--- config.mk ---
export PLATFORM = sky130hd
export DESIGN_NAME = uart_tx_sequencer
export DESIGN_NICKNAME = d
export VERILOG_FILES = /design/src/rtl/uart_tx_sequencer.sv
export SDC_FILE = /design/constraint.sdc
export NUM_CORES = 1
export LEC_CHECK = 0
export ABC_CLOCK_PERIOD_IN_PS = 2100
export CAP_MARGIN = 20
export CORE_MARGIN = 2
export CORE_UTILIZATION = 46
export CTS_BUF_LIST = sky130_fd_sc_hd__clkbuf_8
export CTS_CLUSTER_DIAMETER = 120
export CTS_CLUSTER_SIZE = 28
export DETAILED_ROUTE_END_ITERATION = 10
export PLACE_DENSITY_LB_ADDON = 0.1
export SYNTH_ARGS = -nofsm -noshare
export SYNTH_HDL_FRONTEND = slang
export SYNTH_SLANG_ARGS = --single-unit
--- constraint.sdc ---
create_clock -name clk -period 2.1 [get_ports clk]
set_input_delay 0.42 -clock clk [delete_from_list [all_inputs] [get_ports clk]]
set_output_delay 0.42 -clock clk [all_outputs]
set_load 0.02 [all_outputs]
--- src/rtl/uart_tx_sequencer.sv ---
// uart_tx_sequencer
// Serialises one word per valid/ready handshake onto the UART tx line as
// start bit, DATA_BITS data bits (LSB first), optional parity, STOP_BITS stop
// bits. Bit boundaries are taken from the single-cycle baud_tick enable.
//
// Ports:
//   clk         system clock, rising edge
//   rst         synchronous active-low reset
//   baud_tick   one-cycle bit-period enable
//   tx_data     word to send, sampled on accept
//   tx_valid    requester has a word
//   tx_ready    sequencer can accept (state == IDLE)
//   tx          registered serial line, idle high
//   busy        high in every state except IDLE
//   frame_done  one-cycle pulse after the last stop bit
//
// state  | meaning
// IDLE   | line high, ready for a word
// SYNC   | word latched, waiting for the next tick to align the start bit
// START  | start bit (low) on the line
// DATA   | data bit shift_q[0] on the line, idx_q counts bits sent
// PARITY | parity bit on the line
// STOP   | stop bit(s) on the line, stop_q counts them
module uart_tx_sequencer #(
  parameter int DATA_BITS  = 8,
  parameter int PARITY_EN  = 0,
  parameter int PARITY_ODD = 0,
  parameter int STOP_BITS  = 1
) (
  input  logic                 clk,
  input  logic                 rst,
  input  logic                 baud_tick,
  input  logic [DATA_BITS-1:0] tx_data,
  input  logic                 tx_valid,
  output logic                 tx_ready,
  output logic                 tx,
  output logic                 busy,
  output logic                 frame_done
);

  typedef enum logic [2:0] {IDLE, SYNC, START, DATA, PARITY, STOP} state_t;

  localparam logic [2:0] LAST_IDX  = 3'(DATA_BITS - 1);
  localparam logic       LAST_STOP = (STOP_BITS == 2);
  localparam logic       ODD       = (PARITY_ODD != 0);

  state_t               state_q;
  logic [DATA_BITS-1:0] shift_q;
  logic [2:0]           idx_q;
  logic                 stop_q;
  logic                 parity_q;
  logic                 tx_q;
  logic                 done_q;

  always_ff @(posedge clk) begin
    if (!rst) begin
      state_q  <= IDLE;
      shift_q  <= '0;
      idx_q    <= '0;
      stop_q   <= 1'b0;
      parity_q <= 1'b0;
      tx_q     <= 1'b1;
      done_q   <= 1'b0;
    end else begin
      done_q <= 1'b0;
      case (state_q)
        IDLE: begin
          tx_q <= 1'b1;
          // A tick in this same cycle is deliberately ignored; SYNC waits
          // for the next one so the start bit is always a full period.
          if (tx_valid) begin
            shift_q  <= tx_data;
            parity_q <= (^tx_data) ^ ODD;
            state_q  <= SYNC;
          end
        end
        SYNC: begin
          if (baud_tick) begin
            tx_q    <= 1'b0;
            state_q <= START;
          end
        end
        START: begin
          if (baud_tick) begin
            idx_q   <= '0;
            tx_q    <= shift_q[0];
            state_q <= DATA;
          end
        end
        DATA: begin
          if (baud_tick) begin
            if (idx_q != LAST_IDX) begin
              // tx takes the bit that becomes shift_q[0] after this shift
              shift_q <= shift_q >> 1;
              idx_q   <= idx_q + 3'd1;
              tx_q    <= shift_q[1];
            end else if (PARITY_EN != 0) begin
              tx_q    <= parity_q;
              state_q <= PARITY;
            end else begin
              tx_q    <= 1'b1;
              stop_q  <= 1'b0;
              state_q <= STOP;
            end
          end
        end
        PARITY: begin
          if (baud_tick) begin
            tx_q    <= 1'b1;
            stop_q  <= 1'b0;
            state_q <= STOP;
          end
        end
        STOP: begin
          tx_q <= 1'b1;
          if (baud_tick) begin
            if (stop_q != LAST_STOP) begin
              stop_q <= 1'b1;
            end else begin
              done_q  <= 1'b1;
              state_q <= IDLE;
            end
          end
        end
        default: begin
          tx_q    <= 1'b1;
          state_q <= IDLE;
        end
      endcase
    end
  end

  assign tx_ready   = (state_q == IDLE);
  assign busy       = (state_q != IDLE);
  assign tx         = tx_q;
  assign frame_done = done_q;

endmodule

# After elaboration in Yosys (flattened, before gate mapping)
# Index checks and enable logic that the tools add are counted.
[totals] reg_bits=17 latch_bits=0 ram_bits=0 rom_bits=0 input_bits=12 out_inout_bits=4 word_cells=62 mem_count=0
[op_classes] addsub=1 n_mul=0 div=0 order_cmp=0 eq_ne=15 n_shift=0 mux=29 bitwise=0 reduce_logical=11
[ops] operator="2-to-1 mux 3 bit" n=11
[ops] operator="2-to-1 mux 8 bit" n=3
[ops] operator="inequality test 2 bit (second input constant)" n=9
[ops] operator="case mux 3 bit (6 select lines)" n=1
[ops] operator="case mux 8 bit (2 select lines)" n=1
[ops] operator="AND reduction 4 bit" n=3
[ops] operator="2-to-1 mux 1 bit" n=10
[ops] operator="AND reduction 8 bit" n=1
[ops] operator="equality test 3 x 2 -> 1 bit (second input constant)" n=2
[ops] operator="equality test 3 bit (second input constant)" n=2
[ops] operator="case mux 3 bit (2 select lines)" n=1
[ops] operator="nonzero test 3 bit" n=2
[ops] operator="AND reduction 5 bit" n=1
[ops] operator="case mux 1 bit (4 select lines)" n=1
[ops] operator="nonzero test 2 bit" n=2
[ops] operator="adder 3 x 1 -> 3 bit (second input constant)" n=1
[ops] operator="equality test 3 x 1 -> 1 bit (second input constant)" n=1
[ops] operator="logical NOT 3 bit" n=1
[ops] operator="inequality test 3 bit (second input constant)" n=1
[ops] operator="case mux 1 bit (3 select lines)" n=1
[ops] operator="AND reduction 3 bit" n=1

# Longest topological paths before layout
[logic_depth] depth_word=4 depth_mapped=6 mapped_depth_nobuf=5

# Worst setup path after synthesis
# OpenSTA, ideal clock, no wires.
[synth_timing] kind="register -> output" start="reg state_q[1]" end="out busy" t_arrival_ns=1.136 t_required_ns=1.680 slack_ns=0.544 path_stages_with_launch=4 n_path_buf=1 path_cell_list="dfxtp_1 -> buf_4 -> nor3_2 -> inv_1"
[synth_via] elab_chain_cells=1
[synth_lines] element="from (decl)" line="47" text="state_t state_q;"
[synth_lines] element="from (signal assigned)" line="57" text="state_q <= IDLE;"
[synth_lines] element="from (signal assigned)" line="74" text="state_q <= SYNC;"
[synth_lines] element="from (signal assigned)" line="80" text="state_q <= START;"
[synth_lines] element="nonzero test 3 bit" line="134" text="assign busy = (state_q != IDLE);"
[synth_lines] element="to (decl)" line="37" text="output logic busy,"
# No other way between the ends.

# Worst setup path after layout
[layout_timing] start="reg state_q[2]" end="out tx_ready"
[layout_via] elab_chain_cells=1
[layout_lines] element="logical NOT 3 bit" line="133" text="assign tx_ready = (state_q == IDLE);"
[layout_lines] element="to (decl)" line="35" text="output logic tx_ready,"
# No other way between the ends.

==> flow_metrics.py <==
metrics = {
    "logic_synthesis": {
        "ys_seq_elements": 16,
        "synth_area_leaders": "dfxtp_1, a211oi_1, a311oi_1",
        "synthCells": 101,
        "synthDistinctLibCells": 37,
        "syn-num-nets": 115,
        "synth_most_common_cell": "dfxtp_1",
        "synth_top_cell_area_share": 0.3561,
        "ys.flop_type": "dfxtp_1",
        "avgSynthCellArea_um2": 8.907,
        "ys_seq_area_frac": 0.3561,
        "yosysTopAreaCell": "dfxtp_1",
        "synth_commonest_cells": "dfxtp_1, a211oi_1, nand2_1, nand3_1, a311oi_1",
        "yosysWarningCount": 0,
        "synthArstFlopShare": 0,
        "syn-cell-area_um2": 899.6,
        "synth_edf_count": 0,
    },
    "timing": {
        "max-slew-margin-rel": 0.6432,
        "slew_violations": 0,
        "hold_slack_ns": 0.4581,
        "min_period_over_period": 0.9300,
        "fin_crit_ns": 1.953,
        "tightest_slew_ns": 0.5342,
        "rsz0062_at_grt": "no",
        "max_freq_mhz": 512.0,
        "finalSetupViolations": 0,
        "hold_violations": 0,
        "setup_tns_ns": 0,
        "fin_skew_ns": 0.004340,
    },
    "worst_setup_path": {
        "cp-start-kind": "flip-flop",
        "crit_path_end_kind": "output pin",
        "path_cells": "nor3_2 > clkdlybuf4s50_1",
        "crit_slowest_cell": "clkdlybuf4s50_1",
        "r2r_end": "shift_q[1]$_SDFFE_PN0P_",
        "reg2reg_slack_ns": 0.40,
        "cp.arrival_ns": 1.53,
        "worst_ep_required_time_ns": 1.68,
        "reg2reg_depth": 5,
        "max_stage_delay_ns": 0.67,
        "cp_max_fo": 4,
        "r2r_start": "idx_q[0]$_SDFFE_PN0P_",
        "path_class": "reg2out",
    },
    "cts": {
        "cts_setup_buffers": 0,
        "ctsRootBufferMaster": "clkbuf_8",
        "cts_tree": "yes",
        "clock_latency_ns": 0.25,
        "clk_path_buf_depth": 2,
        "cts_buffers": 3,
        "h-tree-depth": 1,
        "ctsResizeCount": 0,
        "clk_pin_slew_worst_paths_ns": 0.07,
        "clock-sinks": 16,
        "cts_hold_buf": 0,
    },
    "placed_design": {
        "dp_cells": 137,
        "hpwl_um": 1401,
        "gp_congestion": 0.7883,
        "port_buffers": 15,
    },
    "drt": {
        "final_antenna_net_count": 0,
        "avgRoutedWirePerCell_um": 14.01,
        "drc_errors": 0,
        "drt_wl_total_um": 1975,
        "drt_iter0_drc": 19,
        "vias": 828,
        "vias_per_cell": 5.872,
        "first_pass_iters": 5,
    },
    "layout": {
        "synthToLayoutAreaGrowth_pct": 23.78,
        "fillers": 153,
        "seqCellArea_um2": 320.3,
        "final_cells": 141,
        "nets": 131,
        "num_antenna_cells": 0,
        "drive_gt1_frac": 0.1121,
        "multiInputGateArea_um2": 515.5,
    },
    "power": {
        "leakagePower_nw": 0.4146,
        "p_switching_mw": 0.2095,
        "clockPowerShare": 0.356,
        "power.density_mw_per_mm2": 699.1,
        "swShare": 0.2692,
        "p_seq_frac": 0.435,
        "max-vdd-ir-drop_mv": 0.3899,
        "power_frac_comb": 0.209,
        "internal-power_mw": 0.5690,
    },
    "floorplan": {
        "rows": 15,
        "core_mm2": 0.001783,
        "fp.dieArea_mm2": 0.002326,
        "io_pins": 16,
        "start_util": 0.5046,
        "die_width_um": 48.23,
        "chipHeight_um": 48.23,
    },
    "global_routing": {
        "antenna_found_initial": 0,
        "first_global_vias": 717,
        "grt.total_usage": 0.1924,
        "overflow": 0,
        "grt_max_degree": 24,
        "grt_pass1_wl_um": 3208,
    },
    "worst_hold_path": {
        "hold_path_end": "shift_q[7]$_SDFFE_PN0P_",
        "hold_path.class": "reg2reg",
        "min_from": "shift_q[7]$_SDFFE_PN0P_",
        "min_path_cells": 2,
    },
    "run_status": {
        "status": "finished, final reports clean",
    },
    "flow_run": {
        "cap_viol_max_count": 0,
    },
}
## through the flow
stage          instance area, µm²    util  power [mW]  setup slack [ns]
2_1_floorplan               899.6       -      0.4547            0.5435
3_3_place_gp                 1059  0.5937      0.5060            0.2550
3_5_place_dp                 1059  0.5937      0.5078            0.2282
4_1_cts                      1114  0.6246      0.7806            0.1217
5_1_grt                      1114  0.6246      0.8143           0.08388
6_report                     1114  0.6246      0.7785            0.1470
## cell usage in the layout, fill, tap and decap left out, types with 2 or more instances in the layout
cell              n
nor2b_1           3
nand2_1           8
o21ai_1           5
a311oi_1          6
a211oi_1          8
buf_4             4
nand4_1           3
clkbuf_8          4
dfxtp_1          16
a21oi_1           3
o21ai_0           3
nand3_1           7
nor2_1            3
nor3_1            3
clkdlybuf4s50_1  15
nand2b_1          2
ha_1              2
inv_1             2
mux2i_1           2
## state kept, by name (all words and copies together), names as in the netlist
| register | flops |
|---|---|
| frame_done | 1 |
| shift_q | 8 |
| state_q | 3 |
| idx_q | 3 |
| tx | 1 |
## kinds of logic after synthesis
group	after synthesis	share of synthesized area
flops	16	0.3561
mux	2	0.02225
fa+ha+maj	2	0.02781
compound gates	31	0.2545
buf+inv	11	0.07092
simple gates	39	0.2684
## per-layer routing
layer / share of wire / track usage
met1: 0.50 / 0.2764
met2: 0.47 / 0.2974
met3: 0.027 / 0.03333
met4: 0.0071 / 0.04865
met5: 0 / 0
## power by group through the flow
stage	logic (mW)	registers (mW)	clock network, mW
final	0.163	0.339	0.277
after global routing	0.177	0.341	0.296
after CTS	0.163	0.339	0.278
after detailed placement	0.162	0.345	0
after global placement	0.161	0.345	0
after floorplan	0.107	0.347	0
## critical path: cells and delay by family (launching register included)
family                 cells  cell delay [ns]
buffers and inverters      1             0.67
AND/OR/NAND/NOR            1             0.29
flip-flops                 1             0.33
## how the worst max path moves through the flow
stage | from | to | slack [ns] | cells after the start
after floorplan | state_q[1]$_SDFFE_PN0P_ | busy | 0.54 | 3
after global placement | tx_valid | shift_q[3]$_SDFFE_PN0P_ | 0.26 | 4
after detailed placement | tx_valid | shift_q[1]$_SDFFE_PN0P_ | 0.23 | 4
after CTS | state_q[2]$_SDFFE_PN0P_ | tx_ready | 0.12 | 2
after global routing | state_q[2]$_SDFFE_PN0P_ | tx_ready | 0.08 | 2
final | state_q[2]$_SDFFE_PN0P_ | tx_ready | 0.15 | 2
## final cells by class
class / count / share of cell area
clock buffers: 4 / 0.04944
inverters: 3 / 0.01011
multi-input cells: 74 / 0.4629
flip-flops and latches: 16 / 0.2876
well taps: 25 / 0.02809
repair buffers: 19 / 0.1618
Power figures use the tool's default switching activity.
